`config.mk`:
```
export PLATFORM = sky130hd
export DESIGN_NAME = adc_spi_sequencer
export DESIGN_NICKNAME = d
export VERILOG_FILES = /design/src/rtl/adc_spi_pkg.sv /design/src/rtl/adc_ch_rr.sv /design/src/rtl/adc_spi_sequencer.sv
export SDC_FILE = /design/constraint.sdc
export NUM_CORES = 1
export LEC_CHECK = 0
export BUFFER_PORTS_ARGS = -buffer_cell sky130_fd_sc_hd__buf_2
export CAP_MARGIN = 0
export CORE_ASPECT_RATIO = 1.4
export CORE_UTILIZATION = 44
export CTS_CLUSTER_SIZE = 20
export DETAILED_ROUTE_END_ITERATION = 8
export PLACE_DENSITY = 0.64
export SLEW_MARGIN = 5
export SYNTH_ARGS = -nofsm -noshare
export SYNTH_HDL_FRONTEND = slang
export SYNTH_SLANG_ARGS = --single-unit
```
`constraint.sdc`:
```
create_clock -name CLKsample -period 2 [get_ports CLKsample]
set_input_delay 0.3 -clock CLKsample [delete_from_list [all_inputs] [get_ports CLKsample]]
set_output_delay 0.3 -clock CLKsample [all_outputs]
set_load 0.03 [all_outputs]
```
`src/rtl/adc_spi_pkg.sv`:
```
// Shared types and constants for the MCP3002-class SPI sequencer.
// Frame phases, frame field lengths and counter sizing.
package adc_spi_pkg;

    localparam int ADC_RES   = 10;
    localparam int CFG_BITS  = 4;
    localparam int NULL_BITS = 1;

    typedef enum logic [2:0] {
        S_IDLE,
        S_CFG,
        S_NULL,
        S_DATA,
        S_DONE
    } state_t;

    function automatic int cnt_width(input int max_val);
        return (max_val < 2) ? 1 : $clog2(max_val + 1);
    endfunction

endpackage

```
`src/rtl/adc_ch_rr.sv`:
```
// Round-robin channel picker: next set mask bit after cur_ch, wrapping.
// An empty mask keeps the current channel.
module adc_ch_rr #(
    parameter int NUM_CH = 2,
    parameter int CH_W   = 1
) (
    input  logic [CH_W-1:0]   cur_ch,
    input  logic [NUM_CH-1:0] mask,
    output logic [CH_W-1:0]   next_ch
);

    logic [2*NUM_CH-1:0] dbl;
    logic [NUM_CH-1:0]   rot;

    // rot[k] is the mask bit of channel (cur_ch + 1 + k) mod NUM_CH
    assign dbl = {mask, mask};
    assign rot = NUM_CH'(dbl >> (32'(cur_ch) + 32'd1));

    always_comb begin
        next_ch = cur_ch;
        for (int k = NUM_CH - 1; k >= 0; k--) begin
            if (rot[k])
                next_ch = CH_W'((32'(cur_ch) + 1 + k) % NUM_CH);
        end
    end

endmodule

```
`src/rtl/adc_spi_sequencer.sv`:
```
// Continuous-conversion leader for an MCP3002-class ADC with channel rotation.
// Results leave through a valid/ready port with a sticky overrun flag.
import adc_spi_pkg::*;

module adc_spi_sequencer #(
    parameter int   DATA_BITS   = 10,
    parameter int   NUM_CH      = 2,
    parameter logic SGL_DIFF    = 1'b1,
    parameter int   IDLE_CYCLES = 2
) (
    input  logic                 CLKsample,
    input  logic                 RESET,
    input  logic                 enable,
    input  logic [NUM_CH-1:0]    ch_mask,
    input  logic                 Dout,
    output logic                 CS,
    output logic                 Din,
    output logic [DATA_BITS-1:0] sample_word,
    output logic                 sample_ch,
    output logic                 sample_valid,
    input  logic                 sample_ready,
    output logic                 busy,
    output logic                 overrun
);

    localparam int IW = cnt_width(IDLE_CYCLES);
    localparam int BW = cnt_width(ADC_RES);

    localparam logic [IW-1:0] IDLE_MAX  = IW'(IDLE_CYCLES);
    localparam logic [IW-1:0] IDLE_GO   = IW'(IDLE_CYCLES - 1);
    localparam logic [BW-1:0] CFG_LAST  = BW'(CFG_BITS - 1);
    localparam logic [BW-1:0] NULL_LAST = BW'(NULL_BITS - 1);
    localparam logic [BW-1:0] DATA_LAST = BW'(DATA_BITS - 1);

    state_t               state;
    state_t               state_nx;
    logic [IW-1:0]        idle_cnt;
    logic [BW-1:0]        bit_cnt;
    logic [ADC_RES-1:0]   shreg;
    logic                 frame_ch;
    logic                 pick_ch;

    adc_ch_rr #(
        .NUM_CH (NUM_CH),
        .CH_W   (1)
    ) u_rr (
        .cur_ch  (frame_ch),
        .mask    (ch_mask),
        .next_ch (pick_ch)
    );

    always_ff @(posedge CLKsample or negedge RESET) begin
        if (!RESET)
            state <= S_IDLE;
        else
            state <= state_nx;
    end

    // The current IDLE cycle counts toward the gap, hence IDLE_GO.
    always_comb begin
        state_nx = state;
        unique case (state)
            S_IDLE:
                if (idle_cnt >= IDLE_GO && enable && |ch_mask)
                    state_nx = S_CFG;
            S_CFG:
                if (bit_cnt == CFG_LAST)
                    state_nx = S_NULL;
            S_NULL:
                if (bit_cnt == NULL_LAST)
                    state_nx = S_DATA;
            S_DATA:
                if (bit_cnt == DATA_LAST)
                    state_nx = S_DONE;
            S_DONE:
                state_nx = S_IDLE;
            default:
                state_nx = S_IDLE;
        endcase
    end

    always_comb begin
        CS   = 1'b1;
        Din  = 1'b1;
        busy = 1'b0;
        unique case (state)
            S_CFG: begin
                CS   = 1'b0;
                busy = 1'b1;
                unique case (1'b1)
                    (bit_cnt == BW'(1)): Din = SGL_DIFF;
                    (bit_cnt == BW'(2)): Din = frame_ch;
                    default:             Din = 1'b1;
                endcase
            end
            S_NULL, S_DATA: begin
                CS   = 1'b0;
                busy = 1'b1;
            end
            default: ;
        endcase
    end

    always_ff @(posedge CLKsample or negedge RESET) begin
        if (!RESET) begin
            idle_cnt <= '0;
            bit_cnt  <= '0;
            shreg    <= '0;
            frame_ch <= 1'(NUM_CH - 1);
        end else begin
            bit_cnt <= (state_nx != state) ? '0 : bit_cnt + BW'(1);
            unique case (state)
                S_IDLE:
                    if (idle_cnt < IDLE_MAX)
                        idle_cnt <= idle_cnt + IW'(1);
                S_DONE:
                    idle_cnt <= IW'(1);
                default: ;
            endcase
            // Channel chosen from the mask as seen at frame start
            if (state == S_IDLE && state_nx == S_CFG)
                frame_ch <= pick_ch;
            if (state == S_DATA)
                shreg <= {shreg[ADC_RES-2:0], Dout};
        end
    end

    always_ff @(posedge CLKsample or negedge RESET) begin
        if (!RESET) begin
            sample_word  <= '0;
            sample_ch    <= 1'b0;
            sample_valid <= 1'b0;
            overrun      <= 1'b0;
        end else if (state == S_DONE) begin
            sample_word  <= shreg[DATA_BITS-1:0];
            sample_ch    <= frame_ch;
            sample_valid <= 1'b1;
            if (sample_valid && !sample_ready)
                overrun <= 1'b1;
        end else if (sample_valid && sample_ready) begin
            sample_valid <= 1'b0;
        end
    end

endmodule

```
==> results.yml <==
run_status:
  status: "finished clean"
final_layout:
  utilization: 0.541
  final_common_cell: "dfrtp_1"
  nets: 148
  mostFrequentLayoutCells: "dfrtp_1 (32), buf_2 (22), mux2_2 (21)"
  area_delta_synth_final_pct: 14.0
  layout-drive-gt1-share: 0.453
  fillerInstances: 300
  n_antenna_cell: 0
worst_setup_path:
  required_ps: 1700
  crit_fanout: 10
  crit_path_cell_trace: "nor3b_1 > nand4b_1 > buf_2"
  slowest_stage: "dfrtp_1"
  crit_type: "reg -> out"
  critical-path-top-delay-family: "flip-flops"
  crit_path_end_kind: "output port"
  crit_buf_inv: 1
  arrival_ps: 1610
  start_kind: "register"
  slowest_delay_ps: 640
routing:
  dr_total_vias: 940
  wl_um: 2460
  drt_iter0_markers: 22
  wire_per_inst_um: 14.0
  vias_per_cell: 5.34
  drc: 0
  drtPass1Iterations: 4
  ant_nets: 0
floorplanning:
  die_y_um: 71.4
  dieArea_mm2: 0.00368
  die_x_um: 51.5
  rows: 24
  coreArea_mm2: 0.00318
  io_pins: 23
  initial_core_util: 0.475
yosys:
  netlist_area_mm2: 0.00151
  synth.distinct_cells: 35
  yosys_warnings: 0
  ys_seq_area_frac: 0.547
  async_flop_share: 1.00
  synthCells: 110
  synth_seq_cells: 33
  synth_edf_count: 0
  syn_nets: 122
  synthFlopType: "dfrtp_1"
  syn_area_per_cell_um2: 13.7
sta:
  hold_viol: 0
  fin_crit_ps: 1910
  post-route-period-util: 0.955
  max_freq_mhz: 524
  fin_setup_tns_ps: 0
  drv_slew: 0
  relSlewSlack: 0.531
  rsz0062_at_grt: "false"
  finalClockSkew_ps: 5.20
  tightest_slew_ps: 703
  setup_viol: 0
clocking:
  htreeDepth: 2
  clock_path_buffers: 2
  clock_insertion_delay_worst_skew_ps: 290
  ctsHoldBuffers: 0
  clk_pin_slew_worst_paths_ps: 70
  cts_inserted_buffers: 5
  post_cts_resized: 0
  cts_tree: "yes"
  root_buffer: "clkbuf_8"
  post_cts_buffers: 0
  cts.sinks: 33
pwr:
  switching_share: 0.371
  switching_power_mw: 0.936
  p_int_mw: 1.59
  power_mw: 2.53
  vdd.ir_drop.worst_mv: 0.603
  pwr-share-clk: 0.194
  leakagePower_nw: 0.857
  powerDensity_mw_per_mm2: 1470
  combPwrFrac: 0.348
  p_seq_frac: 0.458
min_path:
  min_path_type: "in -> async"
placement:
  port_buffers: 22
  gp_congestion: 0.783
  hpwl_um: 1730
global_routing:
  grt_max_degree: 34
  grtUsageTotal: 0.168
  antenna_found_initial: 0
  first_global_vias: 967
  grt_pass1_wl_um: 4460
  grt_overflow: 0
flow_run:
  maxCapViolations: 0
## through the flow
stage	setup slack, ps	hold WS (ps)	cells	area [um2]
4_1_cts	77.0	74.6	176	1720
6_report	90.2	52.8	176	1720
5_1_grt	6.17	110	176	1720
2_1_floorplan	382	4.41	110	1510
3_5_place_dp	431	396	168	1640
3_3_place_gp	451	392	168	1640
## sequential cells by signal, summed over array words and instances, names as in the netlist
name	flops
sample_word	10
sample_valid	1
shreg	10
state	3
idle_cnt	2
overrun	1
bit_cnt	4
frame_ch	1
sample_ch	1
## path summary, 6_finish.rpt
path                       cells after the start  slack (ps)            startpoint                          to
hold / removal                                 1          50                 RESET          state[0]$_DFF_PN0_
setup / recovery                               3          90    state[0]$_DFF_PN0_                         Din
hold reg to reg                                1         460   overrun$_DFFE_PN0P_         overrun$_DFFE_PN0P_
setup reg to reg                               4         430  bit_cnt[0]$_DFF_PN0_        bit_cnt[0]$_DFF_PN0_
max in group asynchronous                      1        1490                 RESET  sample_word[5]$_DFFE_PN0P_
min in group CLKsample                         2         200            ch_mask[0]        frame_ch$_DFFE_PN1P_
## cells by family (layout without fill, tap and decap cells)
family                   after synthesis  count (layout)  share of synthesized area
flip-flops                            33              33                      0.547
multiplexers                          21              21                      0.156
buffers and inverters                 12              39                     0.0497
AO/OA/AOI/OAI                         13              13                     0.0704
XOR/XNOR                               2               2                     0.0116
adder cells (fa/ha/maj)                5               5                     0.0414
AND/OR/NAND/NOR                       24              24                      0.123
## metal layers
layer  part of all wire  global-route usage
met3              0.045              0.0573
met5                  0                   0
met4              0.017              0.0811
met1               0.41               0.205
met2               0.52               0.263
## layout make-up
class                           count  area (um2)  share of cell area
Multi-Input combinational cell     65         609               0.354
Tap cell                           39        48.8              0.0283
Inverter                            7        26.3              0.0153
Timing Repair Buffer               24         125              0.0726
Sequential cell                    33         827               0.480
Clock buffer                        5        68.8              0.0399
Clock inverter                      3        17.5              0.0102
## synth_stat cells, types with 2 or more instances
| cell | instances | area share |
|---|---|---|
| nand3_1 | 2 | 0.0066 |
| buf_4 | 2 | 0.0099 |
| nor2_1 | 5 | 0.012 |
| mux2_2 | 21 | 0.16 |
| dfrtp_1 | 32 | 0.53 |
| nor4b_4 | 2 | 0.031 |
| nor4_1 | 3 | 0.012 |
| ha_1 | 5 | 0.041 |
| o21ai_0 | 2 | 0.0066 |
| inv_1 | 7 | 0.017 |
| buf_6 | 3 | 0.022 |
| a31oi_1 | 2 | 0.0083 |
| nand2_1 | 2 | 0.0050 |
## power groups by stage
stage	Combinational, mW	Clock, mW	Sequential [mW]
detailed placement	0.892	0	1.17
global placement	0.858	0	1.16
CTS	0.894	0.512	1.16
global route	0.970	0.542	1.21
finish	0.879	0.489	1.16
floorplan	0.727	0	1.15
(Power assumes the default switching activity.)
